File: src/rtl/keypad_emulator.sv
// Keypad-side partner for the 4x4 matrix scanner: queued key codes are "pressed" for a hold time, then released for a gap.
// Optional contact-bounce modelling during the start of each press is enabled by defining KEYPAD_EMU_BOUNCE_EN.
module keypad_emulator #(
  parameter logic [23:0] HOLD_CYCLES = 24'd1000000,
  parameter logic [23:0] GAP_CYCLES  = 24'd1000000,
  parameter int          FIFO_DEPTH  = 4,
  parameter int          FIFO_AW     = 2
) (
  input  logic               CLK,
  input  logic               RESET,
  input  logic               key_valid,
  input  logic [3:0]         key_code,
  output logic               key_ready,
  input  logic [3:0]         ROW,
  output logic [3:0]         COLUMN,
  output logic               busy,
  output logic [3:0]         active_key,
  output logic [FIFO_AW:0]   fifo_count
);

  typedef enum logic [1:0] {
    S_IDLE,
    S_HOLD,
    S_GAP
  } state_e;

  localparam logic [23:0]      HOLD_LEN = (HOLD_CYCLES == 24'd0) ? 24'd1 : HOLD_CYCLES;
  localparam logic [23:0]      GAP_LEN  = (GAP_CYCLES == 24'd0) ? 24'd1 : GAP_CYCLES;
  localparam logic [FIFO_AW:0] DEPTH_C  = (FIFO_AW + 1)'(FIFO_DEPTH);

  state_e               state_q, state_d;
  logic [23:0]          cnt_q, cnt_d;
  logic [3:0]           active_key_q, active_key_d;
  logic [FIFO_AW-1:0]   rd_ptr_q, rd_ptr_d;
  logic [FIFO_AW-1:0]   wr_ptr_q, wr_ptr_d;
  logic [FIFO_AW:0]     count_q, count_d;
  logic                 key_ready_q, key_ready_d;
  logic [3:0]           mem [FIFO_DEPTH];

  logic                 push;
  logic                 pop;
  logic [1:0]           key_row;
  logic [1:0]           key_col;
  logic                 press_en;

  assign push = key_valid && key_ready_q;
  assign pop  = (state_q == S_IDLE) && (count_q != '0);

  always_comb begin
    // NOTE: every always_comb output gets a default first so no path leaves it unassigned and infers a latch.
    state_d      = state_q;
    cnt_d        = cnt_q;
    active_key_d = active_key_q;
    rd_ptr_d     = rd_ptr_q;
    wr_ptr_d     = wr_ptr_q;

    if (push) wr_ptr_d = wr_ptr_q + 1'b1;
    if (pop)  rd_ptr_d = rd_ptr_q + 1'b1;

    // Push and pop on the same edge cancel in the count; pointers still advance.
    count_d     = count_q + (FIFO_AW + 1)'(push) - (FIFO_AW + 1)'(pop);
    key_ready_d = (count_d != DEPTH_C);

    case (state_q)
      S_IDLE: begin
        if (pop) begin
          active_key_d = mem[rd_ptr_q];
          cnt_d        = HOLD_LEN;
          state_d      = S_HOLD;
        end
      end
      S_HOLD: begin
        if (cnt_q == 24'd1) begin
          cnt_d   = GAP_LEN;
          state_d = S_GAP;
        end else begin
          cnt_d = cnt_q - 24'd1;
        end
      end
      S_GAP: begin
        if (cnt_q == 24'd1) begin
          cnt_d   = 24'd0;
          state_d = S_IDLE;
        end else begin
          cnt_d = cnt_q - 24'd1;
        end
      end
      default: begin
        cnt_d   = 24'd0;
        state_d = S_IDLE;
      end
    endcase
  end

  always_ff @(posedge CLK or negedge RESET) begin
    // NOTE: sequential state uses non-blocking assignments so every flop samples pre-edge values.
    if (!RESET) begin
      state_q      <= S_IDLE;
      cnt_q        <= 24'd0;
      active_key_q <= 4'h0;
      rd_ptr_q     <= '0;
      wr_ptr_q     <= '0;
      count_q      <= '0;
      key_ready_q  <= 1'b0;
    end else begin
      state_q      <= state_d;
      cnt_q        <= cnt_d;
      active_key_q <= active_key_d;
      rd_ptr_q     <= rd_ptr_d;
      wr_ptr_q     <= wr_ptr_d;
      count_q      <= count_d;
      key_ready_q  <= key_ready_d;
    end
  end

  // NOTE: the key storage is deliberately not reset; emptying the queue is done by resetting the pointers and count.
  always_ff @(posedge CLK) begin
    if (push) mem[wr_ptr_q] <= key_code;
  end

  // Matrix position of the active key, matching the scanner's decode table.
  always_comb begin
    key_row = 2'd0;
    key_col = 2'd0;
    case (active_key_q)
      4'hF: begin key_row = 2'd0; key_col = 2'd0; end
      4'hE: begin key_row = 2'd0; key_col = 2'd1; end
      4'hD: begin key_row = 2'd0; key_col = 2'd2; end
      4'hC: begin key_row = 2'd0; key_col = 2'd3; end
      4'hB: begin key_row = 2'd1; key_col = 2'd0; end
      4'h3: begin key_row = 2'd1; key_col = 2'd1; end
      4'h6: begin key_row = 2'd1; key_col = 2'd2; end
      4'h9: begin key_row = 2'd1; key_col = 2'd3; end
      4'hA: begin key_row = 2'd2; key_col = 2'd0; end
      4'h2: begin key_row = 2'd2; key_col = 2'd1; end
      4'h5: begin key_row = 2'd2; key_col = 2'd2; end
      4'h8: begin key_row = 2'd2; key_col = 2'd3; end
      4'h0: begin key_row = 2'd3; key_col = 2'd0; end
      4'h1: begin key_row = 2'd3; key_col = 2'd1; end
      4'h4: begin key_row = 2'd3; key_col = 2'd2; end
      4'h7: begin key_row = 2'd3; key_col = 2'd3; end
      default: begin key_row = 2'd0; key_col = 2'd0; end
    endcase
  end

`ifdef KEYPAD_EMU_BOUNCE_EN
  logic [23:0] hold_elapsed;

  // Elapsed hold cycles: 0 on the first HOLD cycle. Bit 3 toggles the contact every 8 cycles for the first 64.
  assign hold_elapsed = HOLD_LEN - cnt_q;
  assign press_en     = (hold_elapsed >= 24'd64) || !hold_elapsed[3];
`else
  assign press_en = 1'b1;
`endif

  // Only the active key's own row selects the press; other low rows are don't-care.
  always_comb begin
    COLUMN = 4'b1111;
    if ((state_q == S_HOLD) && press_en) COLUMN[key_col] = ROW[key_row];
  end

  assign key_ready  = key_ready_q;
  assign busy       = (state_q != S_IDLE) || (count_q != '0);
  assign active_key = active_key_q;
  assign fifo_count = count_q;

endmodule

File: config.mk
export PLATFORM = sky130hd
export DESIGN_NAME = keypad_emulator
export DESIGN_NICKNAME = d
export VERILOG_FILES = /design/src/rtl/keypad_emulator.sv
export SDC_FILE = /design/constraint.sdc
export NUM_CORES = 1
export LEC_CHECK = 0
export CORE_UTILIZATION = 40
export DETAILED_ROUTE_END_ITERATION = 6
export MAX_ROUTING_LAYER = met4
export SLEW_MARGIN = 25
export SYNTH_ARGS = -nofsm -noshare
export SYNTH_HDL_FRONTEND = slang
export SYNTH_SLANG_ARGS = --single-unit
export TNS_END_PERCENT = 20
File: constraint.sdc
create_clock -name CLK -period 3.2 [get_ports CLK]
set_clock_uncertainty 0.1 [all_clocks]
set_input_delay 0.64 -clock CLK [delete_from_list [all_inputs] [get_ports CLK]]
set_output_delay 0.64 -clock CLK [all_outputs]
set_load 0.02 [all_outputs]
==> flow_summary.ini <==
[run_status]
status = completed

[timing]
fin_crit_sh_pct = 95.5
setup_viol = 0
relSlewSlack_pct = 42.9
fmax_mhz = 327
worst_slack_ns = 0.143
tightest_slew_ns = 0.856
grt_setup_unrepaired = false
whs_ns = 0.327
hold_violations = 0
fin_crit_ns = 3.06
maxSlewViolCount = 0

[detailed_routing]
wire_per_inst_um = 14.7
drtPass1Iterations = 4
drc_errors = 0
vias = 2046
ant_nets = 0
wirelength_um = 5600
dr.first_iter.drc_count = 77
viasPerCell = 5.37

[hold_path]
hp-class = in2async

[global_route]
grt_start_max_net_pins = 39
grt_pass1_vias = 1943
grt_first_pass_wirelength_um = 9520
antenna_found_initial = 0
grt.total_usage_pct = 16.7
grt_overflow = 0

[floorplan]
num_io_pins = 24
rows = 30
coreArea_mm2 = 0.00683
die_w_um = 86.5
start_util_pct = 41.8
die_h_um = 86.5
die_area_mm2 = 0.00748

[synth]
synth_cells = 257
yosysWarnings = 0
synth_area_per_cell_um2 = 11.1
yosysUniqueCellTypes = 60
synth-edff-count = 16
async_flop_share_pct = 70.4
ys_seq_elements = 54
synthFlopType = dfrtp_1
yosysSeqAreaShare_pct = 50.2
netlist_area_mm2 = 0.00285
syn_nets = 277

[cts]
clk_path_buf_depth = 2
holdBufCountCts = 0
cts.sinks = 54
clk_pin_slew_worst_paths_ns = 0.10
cts_buffers = 5
cts_tree = built
cts_max_level = 2
insertion_delay_ns = 0.31
cts_root_buf = clkbuf_8

[power_and_ir_drop]
p_int_w = 0.00141
leakage_nw = 1.36
p_seq_share_pct = 50.2
switching_share_pct = 34.8
power_frac_clock_pct = 18.6
switching_power_w = 0.000754
p_per_area_mw_per_mm2 = 655
p_total_w = 0.00217
combinationalPowerShare_pct = 31.1
ir_drop_mv = 0.472

[placed_design]
hpwl_um = 3980
dp.cells = 373
dpl-instance-area_mm2 = 0.00321
pre_cts_ws_ns = -0.104
place.gp.congestion = 0.769
portBuffers = 23

[layout]
instances_no_fill = 381
final_nets = 304
finalInstanceArea_mm2 = 0.00331
drive_gt1_share_pct = 14.0
area_growth_pct = 15.8
diodes = 0

[critical_path]
end_kind = primary output
cp.required_ns = 2.46
cp_max_fo = 4
crit_type = in2out
r2r_cells = 10
r2r_setup_slack_ns = 0.64
crit_arrival_ns = 2.32
crit_path_start_kind = input pin

[flow_run]
cap_viol_max_count = 0
==> synthesized netlist by cell type, types with 5 or more instances <==
cell      count  area, um^2
a21oi_1      13        65.1
a31oi_1      13        81.3
clkbuf_1      9        33.8
dfrtp_1      38         951
edfxtp_1     16         480
ha_1          8         100
inv_1        10        37.5
mux2_2        7        78.8
nand2_1      13        48.8
nor2_1       19        71.3
nor3_1       10        50.1
nor4_1        7        43.8
o21ai_0       6        30.0
or3_1         5        31.3
xnor2_1       9        78.8
==> worst max-delay path, stage by stage <==
cell	delay, ns
clkdlybuf4s50_1	0.43
mux2_2	0.27
nand3_1	0.08
a21oi_1	0.06
nor4_1	0.25
buf_4	0.17
o211ai_1	0.07
dlygate4sd2_1	0.34
==> stage by stage <==
| stage | setup TNS, ns | util, % |
|---|---|---|
| floorplan | 0 | - |
| detailed placement | -0.300 | 47.0 |
| finish | 0 | 48.4 |
| global route | 0 | 48.4 |
| global placement | -0.149 | 47.0 |
| CTS | 0 | 48.4 |
==> flip-flops by register name (all words and copies together) (netlist names) <==
register / flops
cnt_q: 24
mem: 16
active_key: 4
fifo_count: 3
rd_ptr_q: 2
state_q: 2
wr_ptr_q: 2
key_ready: 1
==> layer usage <==
metal	routed length [um]	vias up	part of all wire, %	GRT usage [%]
met5	0	-	0	-
met4	49	0	0.88	4.55
met3	129	7	2.3	2.67
met2	2460	27	44	25.0
met1	2960	987	53	23.6
li1	-	1025	-	-
==> logic make-up after synthesis <==
kind of cell	count (synthesis)	synth area share (%)
buffers and inverters	22	3.29
and+or+nand+nor	86	17.4
AOI/OAI and AO/OA	63	15.3
DFF	54	50.2
adders and majority gates	9	4.21
muxes	11	5.92
xor gates and xnor gates	12	3.68
==> path summary, 6_finish.rpt <==
kind	startpoint	endpoint
setup / recovery	ROW[2]	COLUMN[2]
hold / removal	RESET	cnt_q[22]
setup reg to reg	state_q[0]	key_ready
hold reg to reg	cnt_q[23]	cnt_q[23]
max in group asynchronous	RESET	cnt_q[8]
min in group CLK	cnt_q[23]	cnt_q[23]
==> power groups by stage <==
| stage | clock network (W) | logic [W] | registers [W] |
|---|---|---|---|
| 3_5_place_dp | 0 | 0.000691 | 0.00111 |
| 2_1_floorplan | 0 | 0.000457 | 0.00108 |
| 3_3_place_gp | 0 | 0.000676 | 0.00110 |
| 4_1_cts | 0.000418 | 0.000684 | 0.00109 |
| 6_report | 0.000403 | 0.000674 | 0.00109 |
| 5_1_grt | 0.000441 | 0.000753 | 0.00113 |
==> cell usage in the layout (no fill, tap or decap), types with 5 or more instances in the layout <==
cell,n
a31oi_1,13
mux2_2,7
buf_4,9
nand2_1,13
o21ai_0,6
dfrtp_1,38
clkbuf_8,6
edfxtp_1,16
nor3_1,10
or3_1,5
a21oi_1,13
ha_1,8
clkdlybuf4s50_1,18
inv_1,10
xnor2_1,9
nor4_1,7
nor2_1,19
==> final cells by class <==
class                      instances  area, um^2
sequential                        54        1430
inverter                          10        37.5
timing repair buffer              32         288
tap                               96         120
multi-input combinational        181        1330
clock buffer                       6        82.6
clock inverter                     2        17.5
fill                             656        3530
==> what timing repair did <==
| item | 4_1_cts | 5_1_grt |
|---|---|---|
| pin swaps | 0 | 1 |
| gates resized for setup | 4 | 0 |
| buffers inserted | 0 | 0 |
| endpoints found under the setup margin | 4 | 3 |
Power figures use the tool's default switching activity.
